File: src/rtl/sprite_mixer.sv
// Sprite/background compositor: samples sprite and background pixels once per
// 4-clock slot, resolves priority, and exposes colour/collision/vblank registers.
module sprite_mixer (
  input  logic       clk,
  input  logic       reset,
  input  logic       cs,
  input  logic       rw,
  input  logic [3:0] addr,
  input  logic [7:0] di,
  output logic [7:0] dout,
  input  logic [3:0] sprite_px,
  input  logic [1:0] bg_px,
  input  logic       hsync,
  input  logic       vsync,
  output logic [7:0] color,
  output logic       irq
);

  typedef enum logic [3:0] {
    A_PRIO  = 4'd8,
    A_SSCOL = 4'd9,
    A_SBCOL = 4'd10,
    A_CTRL  = 4'd11,
    A_STAT  = 4'd12
  } reg_addr_e;

  logic [7:0] r_sprcol [4];
  logic [7:0] r_bgcol  [4];
  logic [3:0] r_prio;
  logic [3:0] r_sscol;
  logic [3:0] r_sbcol;
  logic [1:0] r_ctrl;
  logic       r_stat;
  logic [1:0] r_phase;
  logic       r_vsync_d;
  logic [7:0] r_color;
  logic [7:0] r_dout;

  logic       w_sample;
  logic       w_wr;
  logic       w_rd;
  logic [7:0] w_rd_data;
  logic       w_any_sprite;
  logic [1:0] w_winner;
  logic [7:0] w_pixel;
  logic       w_multi;
  logic [3:0] w_ss_set;
  logic [3:0] w_sb_set;
  logic       w_vb_set;
  logic       w_clr_ss;
  logic       w_clr_sb;
  logic       w_clr_stat;

  assign w_sample = (r_phase == 2'd0);
  assign w_wr     = cs & rw;
  assign w_rd     = cs & ~rw;

  // NOTE: every variable driven here gets a default first so no latch is inferred.
  always_comb begin
    w_rd_data = 8'h00;
    if (addr[3:2] == 2'b00) begin
      w_rd_data = r_sprcol[addr[1:0]];
    end else if (addr[3:2] == 2'b01) begin
      w_rd_data = r_bgcol[addr[1:0]];
    end else begin
      case (addr)
        A_PRIO:  w_rd_data = {4'h0, r_prio};
        A_SSCOL: w_rd_data = {4'h0, r_sscol};
        A_SBCOL: w_rd_data = {4'h0, r_sbcol};
        A_CTRL:  w_rd_data = {6'h00, r_ctrl};
        A_STAT:  w_rd_data = {7'h00, r_stat};
        default: w_rd_data = 8'h00;
      endcase
    end
  end

  always_comb begin
    w_any_sprite = |sprite_px;
    w_winner     = 2'd0;
    if (sprite_px[0])      w_winner = 2'd0;
    else if (sprite_px[1]) w_winner = 2'd1;
    else if (sprite_px[2]) w_winner = 2'd2;
    else if (sprite_px[3]) w_winner = 2'd3;
  end

  always_comb begin
    w_pixel = r_sprcol[w_winner];
    if (!w_any_sprite || (r_prio[w_winner] && bg_px != 2'd0)) begin
      w_pixel = r_bgcol[bg_px];
    end
    // Sync blanking wins over every priority decision.
    if (r_ctrl[1] && (hsync || vsync)) begin
      w_pixel = 8'h00;
    end
  end

  // Clearing the lowest set bit leaves something only when two or more are set.
  assign w_multi    = ((sprite_px & (sprite_px - 4'd1)) != 4'd0);
  assign w_ss_set   = (w_sample && w_multi) ? sprite_px : 4'd0;
  assign w_sb_set   = (w_sample && bg_px != 2'd0) ? sprite_px : 4'd0;
  assign w_vb_set   = vsync & ~r_vsync_d & r_ctrl[0];
  assign w_clr_ss   = w_rd && (addr == A_SSCOL);
  assign w_clr_sb   = w_rd && (addr == A_SBCOL);
  assign w_clr_stat = w_rd && (addr == A_STAT);

  // NOTE: the colour tables are a handful of flops, so they take the reset
  // like any other state rather than being treated as an unreset RAM.
  always_ff @(posedge clk or posedge reset) begin
    if (reset) begin
      for (int k = 0; k < 4; k++) begin
        r_sprcol[k] <= 8'h00;
        r_bgcol[k]  <= 8'h00;
      end
      r_prio <= 4'h0;
      r_ctrl <= 2'b00;
      r_dout <= 8'h00;
    end else begin
      if (w_wr) begin
        if (addr[3:2] == 2'b00) begin
          r_sprcol[addr[1:0]] <= di;
        end else if (addr[3:2] == 2'b01) begin
          r_bgcol[addr[1:0]] <= di;
        end else if (addr == A_PRIO) begin
          r_prio <= di[3:0];
        end else if (addr == A_CTRL) begin
          r_ctrl <= di[1:0];
        end
      end
      if (w_rd) begin
        r_dout <= w_rd_data;
      end
    end
  end

  // Read-to-clear drops the old bits but keeps anything set on the same edge.
  always_ff @(posedge clk or posedge reset) begin
    if (reset) begin
      r_sscol   <= 4'h0;
      r_sbcol   <= 4'h0;
      r_stat    <= 1'b0;
      r_vsync_d <= 1'b0;
    end else begin
      r_sscol   <= (w_clr_ss   ? 4'h0 : r_sscol) | w_ss_set;
      r_sbcol   <= (w_clr_sb   ? 4'h0 : r_sbcol) | w_sb_set;
      r_stat    <= (w_clr_stat ? 1'b0 : r_stat)  | w_vb_set;
      r_vsync_d <= vsync;
    end
  end

  always_ff @(posedge clk or posedge reset) begin
    if (reset) begin
      r_phase <= 2'd0;
      r_color <= 8'h00;
    end else begin
      r_phase <= r_phase + 2'd1;
      if (w_sample) begin
        r_color <= w_pixel;
      end
    end
  end

  assign dout  = r_dout;
  assign color = r_color;
  assign irq   = r_stat;

endmodule

File: config.mk
export PLATFORM = sky130hd
export DESIGN_NAME = sprite_mixer
export DESIGN_NICKNAME = d
export VERILOG_FILES = /design/src/rtl/sprite_mixer.sv
export SDC_FILE = /design/constraint.sdc
export NUM_CORES = 1
export LEC_CHECK = 0
export ABC_AREA = 1
export CAP_MARGIN = 10
export CORE_MARGIN = 2
export CORE_UTILIZATION = 50
export CTS_BUF_LIST = sky130_fd_sc_hd__clkbuf_2
export DETAILED_ROUTE_END_ITERATION = 10
export PLACE_DENSITY = 0.7
export SLEW_MARGIN = 5
export SYNTH_ARGS = -nofsm -noshare
export SYNTH_HDL_FRONTEND = slang
export SYNTH_SLANG_ARGS = --single-unit
File: constraint.sdc
create_clock -name clk -period 8.25 [get_ports clk]
set_clock_uncertainty 0.2 [all_clocks]
set_input_delay 1.2375 -clock clk [delete_from_list [all_inputs] [get_ports clk]]
set_output_delay 1.2375 -clock clk [all_outputs]
set_load 0.05 [all_outputs]
* Yosys cells after proc, flatten, opt, wreduce, memory -nomap -nowiden
Cells that the tools add are included.
Word-level totals: flip-flop bits (word level) 98, input port bits 24, output and inout bits 17, word-level logic and storage cells 98
Operators by class: add/subtract/negate cells 2, magnitude comparators 5, equal/unequal tests 6, muxes and demuxes 32, bitwise logic cells 16, reduce and logical (&&, ||, !) cells 20
Operator list (number):
- 8-bit 2-to-1 mux | 13
- 8-bit binary-select mux with 2-bit select | 4
- 32-bit bitwise mux | 2
- 4-bit == test, second input constant | 5
- 4-bit case mux with 5 select lines | 1
- 8-bit demux with 2-bit select | 1
- 4-bit 2-to-1 mux | 4
- 3-bit greater-or-equal comparator, second input constant | 3
- 2-bit inverter with 3-bit output | 3
- 1-bit logical AND | 8
- 2-bit 2-to-1 mux | 4
- 4-bit bitwise OR | 2
- 1-bit inverter | 5
- 5-bit AND reduction | 1
- 1-bit AND | 4
- 4-bit AND | 1
- 2-bit zero test | 2
- 4-bit AND reduction | 1
- 4-bit nonzero test | 1
- 4-bit OR reduction | 1
- 4-bit by 1-bit subtractor with 4-bit output, second input constant | 1
- 2-bit by 3-bit < comparator with 1-bit output, second input constant | 1
- 3-bit by 1-bit < comparator with 1-bit output, second input constant | 1
- 3-bit AND reduction | 1
- 9 further kinds | 11

* Logic depth before layout (Yosys ltp)
Gate-level depths: netlist of the first run.
word-level depth 10, gate-level depth with buffers 11, depth with buffers taken out 11

* Worst setup path before layout of the first run
No wires, ideal clock.
kind input port to flip-flop, start input sprite_px[1], end register r_color[0], in the netlist color[0], library setup time 0.118 ns, data arrival time 2.170 ns, required time 7.932 ns, path slack 5.763 ns, stages on the path 10, path through nor2_2 > inv_1 > nor2_4 > inv_2 > nand3_2 > nand3_4 > nand2_4 > nand2_1 > nand3_1 > nand2_1
Between the ends: longest elaborated chain between the ends 8, elaborated cells on any way between the ends 14, classes of those cells mux: 9; bitwise: 1; reduce/logical: 4
RTL lines:
- from (decl) | line 11 | input logic [3:0] sprite_px,
- 2-bit 2-to-1 mux | line 81 | else if (sprite_px[1]) w_winner = 2'd1;
- 2-bit 2-to-1 mux | line 80 | if (sprite_px[0]) w_winner = 2'd0;
- 2-bit inverter with 3-bit output (not written as such) or 1-bit binary-select mux with 2-bit select (tied branches) | line 87, 88
- 8-bit binary-select mux with 2-bit select or 1-bit 2-to-1 mux (tied branches) | line 87, 88
- 8-bit 2-to-1 mux (not written as such) or 1-bit logical AND (tied branches) | line 87, 88
- 8-bit 2-to-1 mux (not written as such) or 1-bit logical OR (tied branches) | line 87, 88
- 8-bit 2-to-1 mux * | line 88 | if (!w_any_sprite || (r_prio[w_winner] && bg_px != 2'd0)) begin
- 8-bit 2-to-1 mux * | line 92 | if (r_ctrl[1] && (hsync || vsync)) begin
- to (signal assigned) | line 157 | r_color <= w_pixel;
- to (decl) | line 36 | logic [7:0] r_color;
Mark *: on every way between the ends. The rest lies on a longest branch, timed or not. The select of a mux whose other input is x is not followed. A chain may end at the register's enable or synchronous reset.

* Worst setup path in the final report of the first run
start register r_stat, in the netlist irq, end output irq
RTL lines:
- from (decl) | line 33 | logic r_stat;
- from (signal assigned) | line 145 | r_stat <= (w_clr_stat ? 1'b0 : r_stat) | w_vb_set;
- to (decl) | line 16 | output logic irq
No word-level cell between the ends.

==> results of run 1 <==
-- report_power, final --
group          leakage (nW)  switching [W]  total (W)  internal [W]
Combinational          1.25       0.000206   0.000321      0.000115
Clock                0.0727       0.000169   0.000242     0.0000724
Sequential             1.23      0.0000654   0.000629      0.000564
-- per-stage QoR --
step | utilization (%) | cell area, um2 | std cells | worst slack [ns]
2_1_floorplan | - | 4930 | 618 | 4.25
6_report | 56.8 | 5500 | 786 | 4.96
3_3_place_gp | 55.6 | 5380 | 770 | 4.60
5_1_grt | 56.8 | 5500 | 786 | 4.87
3_5_place_dp | 55.6 | 5380 | 770 | 4.52
4_1_cts | 56.8 | 5500 | 786 | 4.96
-- synthesized netlist by cell type --
master / count / share of area (%)
a32o_1: 5 / 1.0
nor2_2: 4 / 0.51
a41oi_1: 1 / 0.18
nor2_1: 18 / 1.4
a21oi_1: 14 / 1.4
nand2_2: 5 / 0.63
nand3_1: 56 / 5.7
o21ai_0: 44 / 4.5
clkinv_1: 2 / 0.15
nor2_8: 1 / 0.41
nand3_2: 1 / 0.20
nand2_4: 2 / 0.46
inv_1: 35 / 2.7
ha_1: 1 / 0.25
dfrtp_1: 98 / 50
a31oi_1: 3 / 0.38
buf_2: 13 / 1.3
a22oi_1: 19 / 2.9
nand3_4: 1 / 0.36
o22ai_1: 8 / 1.0
o221ai_1: 2 / 0.36
buf_4: 8 / 1.2
o2bb2ai_1: 2 / 0.36
o41ai_1: 1 / 0.18
nand4_1: 5 / 0.63
nor2_4: 4 / 0.91
inv_2: 7 / 0.53
nand2_1: 215 / 16
o21ai_1: 40 / 4.1
o21a_1: 1 / 0.15
clkbuf_1: 2 / 0.15
-- routing by layer --
layer  GRT usage [%]  wire length, um  part of all wire, %
met4            10.3              331                  2.4
met1            39.1             6200                   45
met2            42.4             6190                   45
met5               0                0                    0
met3            3.76             1010                  7.4
-- final cells by class --
class                   count  area (um2)
fillers                   924        4190
flip-flops and latches     98        2450
multi-input cells         453        2180
repair buffers             42         415
inverters                  44         166
well taps                 133         166
clock inverters             6        65.1
clock buffers              10        50.0
-- path summary, 6_finish.rpt --
| kind | slack, ns | depth (start not counted) | start | endpoint |
|---|---|---|---|---|
| worst min-delay path | 0.23 | 1 | r_phase[0]$_DFF_PP0_ | r_phase[0]$_DFF_PP0_ |
| worst min register to register | 0.23 | 1 | r_phase[0]$_DFF_PP0_ | r_phase[0]$_DFF_PP0_ |
| max in group asynchronous | 5.88 | 3 | reset | r_bgcol[20]$_DFFE_PP0P_ |
| worst max register to register | 6.28 | 6 | r_phase[0]$_DFF_PP0_ | color[5]$_DFFE_PP0N_ |
| min in group asynchronous | 0.84 | 2 | reset | r_sscol[3]$_DFF_PP0_ |
| worst max-delay path | 4.96 | 1 | irq$_DFF_PP0_ | irq |
-- state kept, by name (all words and copies together), names as in the netlist --
register	flops
r_bgcol	32
r_sprcol	32
color	8
dout	8
r_prio	4
r_sbcol	4
r_sscol	4
r_ctrl	2
r_phase	2
irq	1
r_vsync_d	1
-- cell families after synthesis --
logic type	after synthesis
flip-flops	98
adder cells (fa/ha/maj)	1
buffers and inverters	67
AND/OR/NAND/NOR	312
AO/OA/AOI/OAI	140
==> results.py, run 1 <==
metrics = {
    "flow_run": {
        "maxCapViolCount": 0,
    },
    "synth": {
        "synthAdderAreaFrac_pct": 0.254,
        "synthMuxAreaShare_pct": 0,
        "netlist_area_um2": 4930,
        "ys_ff_latch": 98,
        "synth_cell_type_count": 31,
        "yosys.area_share.simple_pct": 27.5,
        "synth_warnings": 0,
        "synth_top_family_by_area": "simple AND/OR/NAND/NOR gates",
        "syn_avg_cell_area_um2": 7.98,
        "ys_seq_area_share_pct": 49.7,
        "synth.net_count": 643,
        "postSynthCellCount": 618,
        "synth_xor_area_share_pct": 0,
        "synth_compound_area_share_pct": 16.5,
    },
    "placed_design": {
        "dpl.hpwl_um": 9540,
        "place_congestion": 1.05,
        "port_buffers": 40,
    },
    "floorplan": {
        "dieHeight_um": 103,
        "die_x_um": 103,
        "design.die.area_um2": 10700,
        "initial_utilization_pct": 50.9,
        "pin_count": 41,
        "std_cell_rows": 36,
        "core_um2": 9680,
    },
    "sta": {
        "setup_viol_count_final": 0,
        "max-slew-margin-rel_pct": 31.3,
        "whs_ns": 0.230,
        "final_hold_viol_count": 0,
        "period_needed_ns": 3.29,
        "rsz0062_at_grt": "false",
        "fin_setup_tns_ns": 0,
        "tightest_slew_ns": 1.03,
        "fmax_mhz": 304,
        "finalCritPeriodShare_pct": 39.9,
        "slew_violations": 0,
    },
    "critical_path": {
        "crit_slowest_cell": "clkdlybuf4s50_1",
        "endpoint_kind": "primary output",
        "cp_cell_sequence": "clkdlybuf4s50_1",
        "critPathMaxStageDelay_ns": 0.82,
        "cpLargestDelayFamily": "buffers and inverters",
        "critPathLaunchType": "flop",
        "path_buf_inv": 1,
        "arrival_ns": 1.85,
        "crit_required_ns": 6.81,
        "critPathMaxFanout": 3,
        "crit_type": "flop to primary output",
    },
    "clock_network": {
        "clkSinkCount": 98,
        "cts_tree": "done",
        "numCtsBuffers": 9,
        "clk_latency_ns": 0.61,
        "cts_resized": 0,
        "root_buffer": "clkbuf_2",
        "cts_setup_buffers": 0,
        "cts_max_path_buffers": 2,
        "htree_levels": 3,
        "clk_pin_slew_worst_paths_ns": 0.27,
        "cts_hold_buf": 0,
    },
    "final_layout": {
        "n_antenna_cell": 0,
        "final_common_cell": "nand2_1",
        "final_cell_mix": "nand2_1, dfrtp_1, nand3_1",
        "drive_above_1_share_pct": 6.74,
        "nets": 673,
        "area_growth_pct": 11.5,
    },
    "outcome": {
        "status": "finished clean",
    },
    "global_route": {
        "grt_max_degree": 51,
        "grt_pass1_vias": 4178,
        "grtUsageTotal_pct": 27.3,
        "antenna_found_initial": 0,
        "grt_pass1_wl_um": 21700,
        "grt_overflow_total": 0,
    },
    "detailed_routing": {
        "wirelength_um": 13700,
        "via_count": 4491,
        "drc": 0,
        "wire_per_inst_um": 17.5,
        "vias_per_cell": 5.71,
        "first_iter_violations": 445,
        "drtAntennaViolNets": 0,
        "drt_pass1_iterations": 7,
    },
    "pwr": {
        "max-vdd-ir-drop_mv": 0.0933,
        "finalPower_w": 0.00119,
        "cellLeakagePower_nw": 2.55,
        "pwr_density_cell_nw_per_um2": 217,
    },
    "worst_hold_path": {
        "hp-class": "flop to flop",
    },
}
No activity file was read; power rests on OpenSTA's default activity.
==> run 2, diff against run 1 <==
- clock period: 8.25 -> 3.3 ns (I/O delays scaled with it)
==> run 2 against run 1 <==
Effect of this change:
- largest cell class unchanged
- die area unchanged
- total power increased by 140%
- critical endpoint unchanged
- sequential power increased to 2.5 times the previous value
- register-to-register slack got worse by 4.8 ns
- sequential share of layout area decreased by 0.26 points
- sequential cell count unchanged
==> results.py, run 2 (synthesized netlist as in run 1, its figures left out) <==
metrics = {
    "outcome": {
        "status": "finished clean",
    },
    "placed_design": {
        "dpl.hpwl_um": 9800,
        "port_buffers": 40,
        "place_congestion": 0.979,
        "place_inst": 776,
    },
    "pwr": {
        "max-vdd-ir-drop_mv": 0.207,
        "cellLeakagePower_nw": 2.57,
        "pwr_density_cell_nw_per_um2": 522,
    },
    "final_layout": {
        "drive_above_1_share_pct": 6.98,
        "top_regs": "r_bgcol (32), r_sprcol (32)",
        "final_common_cell": "nand2_1",
        "final_cells": 792,
        "area_growth_pct": 12.1,
        "nets": 680,
        "n_antenna_cell": 0,
        "final_cell_mix": "nand2_1, dfrtp_1, nand3_1",
    },
    "detailed_routing": {
        "wire_per_inst_um": 17.2,
        "vias_per_cell": 5.63,
        "drtAntennaViolNets": 0,
        "drt_pass1_iterations": 5,
        "drc": 0,
        "first_iter_violations": 501,
        "via_count": 4458,
        "wirelength_um": 13600,
    },
    "critical_path": {
        "arrival_ns": 1.87,
        "cpLargestDelayFamily": "buffers and inverters",
        "critPathLaunchType": "flop",
        "endpoint_kind": "primary output",
        "critPathMaxFanout": 3,
        "path_buf_inv": 1,
        "crit_type": "flop to primary output",
        "critPathMaxStageDelay_ns": 0.82,
        "cp_cell_sequence": "clkdlybuf4s50_1",
        "crit_slowest_cell": "clkdlybuf4s50_1",
        "crit_required_ns": 2.60,
        "regToRegSetupSlack_ns": 1.45,
    },
    "sta": {
        "tightest_slew_ns": 0.514,
        "final_hold_viol_count": 0,
        "fin_setup_tns_ns": 0,
        "max-slew-margin-rel_pct": 65.6,
        "rsz0062_at_grt": "false",
        "finalCritPeriodShare_pct": 77.8,
        "period_needed_ns": 2.57,
        "setup_viol_count_final": 0,
        "fmax_mhz": 389,
        "slew_violations": 0,
    },
    "clock_network": {
        "htree_levels": 3,
        "cts_tree": "done",
        "root_buffer": "clkbuf_2",
        "clk_pin_slew_worst_paths_ns": 0.26,
        "cts_resized": 0,
        "clk_latency_ns": 0.60,
        "clkSinkCount": 98,
        "cts_hold_buf": 1,
        "numCtsBuffers": 9,
        "cts_setup_buffers": 0,
        "cts_max_path_buffers": 2,
    },
    "worst_hold_path": {
        "hp-class": "primary input to flop",
    },
    "global_route": {
        "grt_max_degree": 56,
        "grt_pass1_wl_um": 21500,
        "antenna_found_initial": 0,
        "grt_pass1_vias": 3962,
        "grt_overflow_total": 0,
        "grtUsageTotal_pct": 26.9,
    },
    "floorplan": {
        "pin_count": 41,
        "std_cell_rows": 36,
        "die_x_um": 103,
        "design.die.area_um2": 10700,
        "core_um2": 9680,
        "dieHeight_um": 103,
        "initial_utilization_pct": 50.9,
    },
    "flow_run": {
        "maxCapViolCount": 0,
    },
}
run 2: cell count changes in the layout (fill, tap and decap cells not counted), sizes merged:
cell,before,now
buf,2,8
clkinv,5,7
inv,43,41
bufinv,1,0
clkbuf,10,9
clkinvlp,1,2
dlygate4sd3,0,1
run 2: where the power goes:
part	switching (W)	leakage (nW)	internal [W]
registers	0.000176	1.23	0.00141
logic	0.000518	1.29	0.000294
clock network	0.000404	0.0465	0.0000883
total	0.00110	2.57	0.00179
run 2: per-layer routing:
| metal | track usage, % | share of wire [%] | routed length [um] | vias up |
|---|---|---|---|---|
| li1 | - | - | - | 2148 |
| met3 | 3.36 | 7.9 | 1080 | 22 |
| met1 | 40.1 | 46 | 6260 | 2060 |
| met4 | 9.31 | 2.0 | 273 | 0 |
| met5 | 0 | 0 | 0 | - |
| met2 | 40.8 | 44 | 5990 | 228 |
run 2: final cells by class:
cell class                 count  area (um2)
fill                         903        4150
multi-input combinational    453        2180
inverter                      44         166
timing repair buffer          49         483
tap                          133         166
clock buffer                   9        45.0
clock inverter                 6        35.0
sequential                    98        2450
run 2: through the flow:
| step | utilization [%] | hold WS, ns | total power, W | setup slack (ns) | instance area [um2] |
|---|---|---|---|---|---|
| 6_report | 57.1 | 0.178 | 0.00289 | 0.731 | 5530 |
| 3_3_place_gp | 56.2 | 0.196 | 0.00239 | 0.703 | 5440 |
| 5_1_grt | 57.1 | 0.170 | 0.00305 | 0.689 | 5530 |
| 2_1_floorplan | - | 0.186 | 0.00211 | 0.0429 | 4930 |
| 4_1_cts | 57.1 | 0.165 | 0.00289 | 0.736 | 5530 |
| 3_5_place_dp | 56.2 | 0.202 | 0.00241 | 0.667 | 5440 |
run 2: path summary, 6_finish.rpt:
| kind | startpoint | end | depth (start not counted) |
|---|---|---|---|
| max | irq$_DFF_PP0_ | irq | 1 |
| min | vsync | r_vsync_d$_DFF_PP0_ | 1 |
| max reg2reg | r_phase[0]$_DFF_PP0_ | color[4]$_DFFE_PP0N_ | 6 |
| min reg2reg | r_phase[0]$_DFF_PP0_ | r_phase[0]$_DFF_PP0_ | 1 |
| max in group asynchronous | reset | r_bgcol[2]$_DFFE_PP0P_ | 4 |
| min in group asynchronous | reset | dout[4]$_DFFE_PP0P_ | 3 |
